$ cat src/rtl/cpu_pkg.sv
// Shared CPU pipeline definitions: load-op encodings, default widths and
// helpers that derive the inter-stage bus widths.
package cpu_pkg;

  localparam int XLEN_DEF   = 32;
  localparam int REG_AW_DEF = 5;

  typedef enum logic [2:0] {
    LD_B  = 3'b000,
    LD_H  = 3'b001,
    LD_W  = 3'b010,
    LD_D  = 3'b011,
    LD_BU = 3'b100,
    LD_HU = 3'b101,
    LD_WU = 3'b110
  } load_op_e;

  function automatic int ex_bus_width(input int xlen, input int reg_aw);
    return 6 + reg_aw + 2 * xlen;
  endfunction

  function automatic int wb_bus_width(input int xlen, input int reg_aw);
    return 1 + reg_aw + 2 * xlen;
  endfunction

endpackage

$ cat src/rtl/load_align.sv
// Selects the addressed byte/half/word/double from a load response and
// sign- or zero-extends it to the full datapath width.
module load_align
  import cpu_pkg::*;
#(
  parameter int XLEN  = XLEN_DEF,
  localparam int OFF_W = $clog2(XLEN / 8)
) (
  input  logic [XLEN-1:0]  data,
  input  logic [OFF_W-1:0] offset,
  input  logic [2:0]       load_op,
  output logic [XLEN-1:0]  result
);

  logic [XLEN-1:0] shifted;

  function automatic logic [XLEN-1:0] ext(input logic [XLEN-1:0] v, input int nbits,
                                          input logic sgn);
    logic [XLEN-1:0] r;
    logic            fill;
    fill = sgn & v[nbits-1];
    for (int i = 0; i < XLEN; i++) begin
      r[i] = (i < nbits) ? v[i] : fill;
    end
    return r;
  endfunction

  // Doublewords ignore the offset; unsupported ops pass the raw word through
  always_comb begin
    shifted = data >> {offset, 3'b000};
    result  = data;
    case (load_op)
      LD_B:    result = ext(shifted, 8, 1'b1);
      LD_H:    result = ext(shifted, 16, 1'b1);
      LD_BU:   result = ext(shifted, 8, 1'b0);
      LD_HU:   result = ext(shifted, 16, 1'b0);
      LD_W: begin
        if (XLEN == 64) result = ext(shifted, 32, 1'b1);
        else            result = data;
      end
      LD_WU: begin
        if (XLEN == 64) result = ext(shifted, 32, 1'b0);
        else            result = data;
      end
      LD_D:    result = data;
      default: result = data;
    endcase
  end

endmodule

$ cat src/rtl/mem_stage.sv
// MEM pipeline stage: holds loads until data_ok, aligns returned data, drops
// responses orphaned by a flush and exports forwarding/stall info to ID.
module mem_stage
  import cpu_pkg::*;
#(
  parameter int XLEN     = XLEN_DEF,
  parameter int REG_AW   = REG_AW_DEF,
  parameter int EX_BUS_W = ex_bus_width(XLEN, REG_AW),
  parameter int WB_BUS_W = wb_bus_width(XLEN, REG_AW)
) (
  input  logic                clk,
  input  logic                reset,
  input  logic                flush,
  input  logic                ex_to_mem_valid,
  input  logic [EX_BUS_W-1:0] ex_to_mem_bus,
  output logic                mem_allowin,
  input  logic                data_sram_data_ok,
  input  logic [XLEN-1:0]     data_sram_rdata,
  input  logic                wb_allowin,
  output logic                mem_to_wb_valid,
  output logic [WB_BUS_W-1:0] mem_to_wb_bus,
  output logic                fwd_we,
  output logic [REG_AW-1:0]   fwd_dest,
  output logic [XLEN-1:0]     fwd_data,
  output logic                fwd_stall
);

  localparam int OFF_W = $clog2(XLEN / 8);

  logic                mem_valid_q, mem_valid_d;
  logic [EX_BUS_W-1:0] bus_q, bus_d;
  logic [XLEN-1:0]     rdata_buf_q, rdata_buf_d;
  logic                data_got_q, data_got_d;
  logic                discard_q, discard_d;

  logic              mem_req, res_from_mem, gr_we;
  logic [2:0]        load_op;
  logic [REG_AW-1:0] dest;
  logic [XLEN-1:0]   alu_result, pc, load_data, extracted, final_result;
  logic              in_wait, ready_go;

  assign pc           = bus_q[XLEN-1:0];
  assign alu_result   = bus_q[2*XLEN-1:XLEN];
  assign dest         = bus_q[2*XLEN+REG_AW-1:2*XLEN];
  assign gr_we        = bus_q[2*XLEN+REG_AW];
  assign load_op      = bus_q[2*XLEN+REG_AW+3:2*XLEN+REG_AW+1];
  assign res_from_mem = bus_q[2*XLEN+REG_AW+4];
  assign mem_req      = bus_q[2*XLEN+REG_AW+5];

  assign in_wait   = mem_valid_q && mem_req && !data_got_q;
  assign ready_go  = !mem_req || data_got_q || (data_sram_data_ok && !discard_q);
  assign load_data = data_got_q ? rdata_buf_q : data_sram_rdata;

  load_align #(.XLEN(XLEN)) u_load_align (
    .data    (load_data),
    .offset  (alu_result[OFF_W-1:0]),
    .load_op (load_op),
    .result  (extracted)
  );

  assign final_result    = res_from_mem ? extracted : alu_result;
  assign mem_allowin     = !mem_valid_q || (ready_go && wb_allowin);
  assign mem_to_wb_valid = mem_valid_q && ready_go && !flush;
  assign mem_to_wb_bus   = {gr_we, dest, final_result, pc};
  assign fwd_we          = mem_valid_q && gr_we && (dest != '0);
  assign fwd_dest        = dest;
  assign fwd_data        = final_result;
  assign fwd_stall       = in_wait;

  // A response arriving while WB is blocked is parked so it is not requested twice
  always_comb begin
    mem_valid_d = mem_valid_q;
    bus_d       = bus_q;
    rdata_buf_d = rdata_buf_q;
    data_got_d  = data_got_q;
    discard_d   = discard_q;
    if (flush) begin
      mem_valid_d = 1'b0;
      data_got_d  = 1'b0;
    end else if (mem_allowin) begin
      mem_valid_d = ex_to_mem_valid;
      data_got_d  = 1'b0;
      if (ex_to_mem_valid) begin
        bus_d = ex_to_mem_bus;
      end else begin
        bus_d = bus_q;
      end
    end else if (in_wait && data_sram_data_ok && !discard_q) begin
      rdata_buf_d = data_sram_rdata;
      data_got_d  = 1'b1;
    end else begin
      mem_valid_d = mem_valid_q;
    end

    if (data_sram_data_ok && discard_q) begin
      discard_d = 1'b0;
    end else if (flush && in_wait && !data_sram_data_ok) begin
      discard_d = 1'b1;
    end else begin
      discard_d = discard_q;
    end
  end

  always_ff @(posedge clk) begin
    if (reset) begin
      mem_valid_q <= 1'b0;
      data_got_q  <= 1'b0;
      discard_q   <= 1'b0;
    end else begin
      mem_valid_q <= mem_valid_d;
      data_got_q  <= data_got_d;
      discard_q   <= discard_d;
    end
  end

  always_ff @(posedge clk) begin
    bus_q       <= bus_d;
    rdata_buf_q <= rdata_buf_d;
  end

endmodule

$ cat config.mk
export PLATFORM = sky130hd
export DESIGN_NAME = mem_stage
export DESIGN_NICKNAME = d
export VERILOG_FILES = /design/src/rtl/cpu_pkg.sv /design/src/rtl/load_align.sv /design/src/rtl/mem_stage.sv
export SDC_FILE = /design/constraint.sdc
export NUM_CORES = 1
export LEC_CHECK = 0
export CAP_MARGIN = 20
export CORE_MARGIN = 2
export CORE_UTILIZATION = 39
export DETAILED_ROUTE_END_ITERATION = 12
export PLACE_DENSITY_LB_ADDON = 0.12
export SLEW_MARGIN = 20
export SYNTH_ARGS = -nofsm -noshare
export SYNTH_HDL_FRONTEND = slang
export SYNTH_SLANG_ARGS = --single-unit
$ cat constraint.sdc
create_clock -name clk -period 5.8 [get_ports clk]
set_clock_uncertainty 0.05 [all_clocks]
set_input_delay 1.16 -clock clk [delete_from_list [all_inputs] [get_ports clk]]
set_output_delay 1.16 -clock clk [all_outputs]
set_load 0.01 [all_outputs]
==> insert_results.sql <==
INSERT INTO impl_metrics (metric_group, metric, value, unit) VALUES
('outcome', 'status', 'finished, final reports clean', ''),
('drt', 'route.detailed.wl_per_inst', '19.4', 'µm'),
('drt', 'drtAntennaViolNets', '0', ''),
('worst_setup_path', 'required_time_at_the_endpoint_of_the_critical_path', '4.59', 'ns'),
('pwr', 'vdd.ir_drop.worst', '0.226', 'mV'),
('drt', 'detail_route.drc_violations', '0', ''),
('cts', 'cts-buffers-inserted', '9', ''),
('yosys', 'fraction_of_registers_with_async_set_or_reset_after_synthesis', '0', ''),
('sta', 'finalSetupTns', '0', 'ns'),
('placed_design', 'dp_hpwl', '9950', 'µm'),
('sta', 'final.period_utilization', '0.813', ''),
('global_route', 'globalRoute.totalOverflow', '0', ''),
('cts', 'postCtsHoldBufs', '0', ''),
('drt', 'routed_via_density', '5.00', ''),
('worst_setup_path', 'crit_path_frequent_cell', 'clkdlybuf4s50_1', ''),
('sta', 'min_period', '4.71', 'ns'),
('yosys', 'synth_top_cell_area_share', '0.601', ''),
('global_route', 'grt_use_met2', '0.300', ''),
('floorplanning', 'io-pin-count', '224', ''),
('pwr', 'pwr_density_cell', '242', 'nW/µm²'),
('global_route', 'groute.layer.met3.usage', '0.0813', ''),
('floorplanning', 'initial_core_util', '0.402', ''),
('sta', 'finalSetupViolCount', '0', ''),
('sta', 'max_freq', '212', 'MHz'),
('flow_run', 'timing.max_cap.violations', '0', ''),
('floorplanning', 'core-area', '13300', 'µm²'),
('sta', 'timing.final.max_slew_violations', '0', ''),
('layout', 'fin_nets', '637', ''),
('placed_design', 'gp_congestion', '0.859', ''),
('cts', 'clkSinkCount', '110', ''),
('cts', 'clkSlewWorstSetupHoldPaths', '0.07', 'ns'),
('global_route', 'maximum_number_of_pins_on_one_net_before_global_route_repair', '60', ''),
('cts', 'clock_tree_from_tritoncts', 'done', ''),
('sta', 'tightestPinTransition', '0.996', 'ns'),
('drt', 'routed-via-count', '3522', ''),
('global_route', 'grt_first_pass_wirelength', '20900', 'µm'),
('yosys', 'syn_area', '5340', 'µm²'),
('yosys', 'synth_sequential_area_ratio', '0.613', ''),
('global_route', 'grt.busiest_layer', 'met2', ''),
('worst_setup_path', 'worstSetupEndpointType', 'primary output', ''),
('floorplanning', 'die_w', '121', 'µm'),
('layout', 'antenna_cells_inserted', '0', ''),
('worst_setup_path', 'path_max_fanout', '8', ''),
('cts', 'cts_repair_resize_count', '0', ''),
('layout', 'fill_cells', '1117', ''),
('yosys', 'synth_cell_types', '44', ''),
('cts', 'buffers_inserted_by_post_cts_timing_repair', '0', ''),
('drt', 'initialDrtViolationCount', '240', ''),
('worst_setup_path', 'critical_path_class', 'input pin to primary output', ''),
('floorplanning', 'std_cell_rows', '42', ''),
('yosys', 'post_synth_edffs', '107', ''),
('layout', 'finish.utilization', '0.559', ''),
('sta', 'rsz_0062_raised_after_global_routing', 'false', ''),
('worst_setup_path', 'critPathSlowestCell', 'o21ai_1', ''),
('yosys', 'synthCells', '377', ''),
('cts', 'ctsLongestPathBuffers', '2', ''),
('layout', 'post_route_cells_drive_above_1_share', '0.129', ''),
('sta', 'slew_headroom', '0.335', ''),
('worst_setup_path', 'cp-start-kind', 'input pin', ''),
('drt', 'drt-pass1-iter-count', '8', ''),
('yosys', 'postSynthAreaPerCell', '14.2', 'µm²'),
('cts', 'cts_root_buf', 'clkbuf_16', ''),
('worst_setup_path', 'timing.critical_path.cells', 'clkdlybuf4s50_1, mux2i_1, o22ai_1, o21ai_1, a21oi_1, clkdlybuf4s50_1', ''),
('worst_setup_path', 'worstPathArrival', '3.50', 'ns'),
('yosys', 'ys_warn_count', '0', ''),
('layout', 'synthToLayoutAreaGrowth', '39.1', '%'),
('yosys', 'postSynthNetCount', '490', ''),
('floorplanning', 'die_area', '14700', 'µm²'),
('min_path', 'hold_class', 'flop to flop', ''),
('global_route', 'grt.met1_usage', '0.245', ''),
('yosys', 'synth-seq-cells', '110', '');
worst max-delay path, delay by kind of cell:
family | cells | cell delay (ns)
AOI/OAI and AO/OA | 3 | 1.07
buffers and inverters | 2 | 0.97
muxes | 1 | 0.30
synth_stat cells (2+ instances only):
master	instances
mux2_4	5
o21ai_0	5
a211oi_1	8
edfxtp_1	107
o22ai_1	22
a21oi_1	18
mux2_2	22
mux2i_1	3
nand2b_1	2
mux2i_2	2
dlygate4sd1_1	3
a222oi_1	6
buf_4	77
o22ai_2	2
mux4_2	7
nand3_1	4
nand3b_1	2
inv_1	4
buf_6	4
dfxtp_1	3
nor3_2	2
nand2_1	8
clkbuf_1	5
nor2b_1	8
nor3_1	17
nor2_1	13
per-stage QoR:
step | instance area, µm² | setup slack [ns] | hold slack, ns | power, mW | std cells
after floorplan | 5340 | 0.0324 | 0.431 | 1.07 | 377
after global placement | 7160 | 1.18 | 0.447 | 1.23 | 689
after detailed placement | 7160 | 1.11 | 0.480 | 1.24 | 689
after CTS | 7430 | 1.12 | 0.490 | 1.82 | 704
after global routing | 7430 | 0.947 | 0.514 | 1.87 | 704
final | 7430 | 1.09 | 0.487 | 1.79 | 704
power by group:
| group | leakage, nW | internal [mW] | switching [mW] |
|---|---|---|---|
| combinational | 1.31 | 0.184 | 0.121 |
| sequential | 1.01 | 0.900 | 0.0121 |
| clock | 0.138 | 0.294 | 0.284 |
worst paths after layout:
kind	slack (ns)	endpoint	from	cells after the start
setup / recovery	1.09	fwd_data[11]	data_sram_rdata[23]	6
hold / removal	0.49	discard_q	discard_q	2
setup reg to reg	2.93	bus_q[74]	data_got_q	5
hold reg to reg	0.49	discard_q	discard_q	2
sequential cells by signal, indices dropped and copies added, names as in the netlist:
name,count
data_got_q,1
bus_q,75
rdata_buf_q,32
discard_q,1
mem_valid_q,1
cell usage in the layout (no fill, tap or decap), types with 2 or more instances in the layout:
master,netlist,final
a211oi_1,8,8
a21oi_1,18,17
a222oi_1,6,6
buf_4,77,4
clkbuf_16,0,9
clkdlybuf4s50_1,0,223
clkinv_2,0,2
clkinv_4,0,2
dfxtp_1,3,2
edfxtp_1,107,107
inv_1,4,4
mux2_2,22,22
mux2_4,5,5
mux2i_1,3,3
mux2i_2,2,2
mux4_2,7,7
nand2_1,8,8
nand2b_1,2,2
nand3_1,4,4
nand3b_1,2,2
nor2_1,13,12
nor2b_1,8,8
nor3_1,17,17
nor3_2,2,2
o21ai_0,5,5
o22ai_1,22,22
o22ai_2,2,2
layer usage:
| metal | share of wire | routed length (µm) |
|---|---|---|
| met4 | 0.0072 | 98 |
| met2 | 0.47 | 6430 |
| met5 | 0 | 0 |
| met1 | 0.43 | 5800 |
| met3 | 0.096 | 1310 |
cells by family (layout without fill, tap and decap cells):
group | count (synthesis) | count (layout) | share of synthesized area
flip-flops | 110 | 110 | 0.613
buffers and inverters | 96 | 247 | 0.135
AO/OA/AOI/OAI | 69 | 69 | 0.0867
AND/OR/NAND/NOR | 63 | 63 | 0.0646
multiplexers | 39 | 39 | 0.101
area by class of cell:
type	count	area (µm²)	share of cell area
flip-flops and latches	110	3270	0.441
repair buffers	228	2280	0.307
multi-input cells	171	1370	0.184
clock buffers	9	225	0.0303
well taps	176	220	0.0296
clock inverters	6	47.5	0.00640
inverters	4	15.0	0.00202
Power figures use the tool's default switching activity.
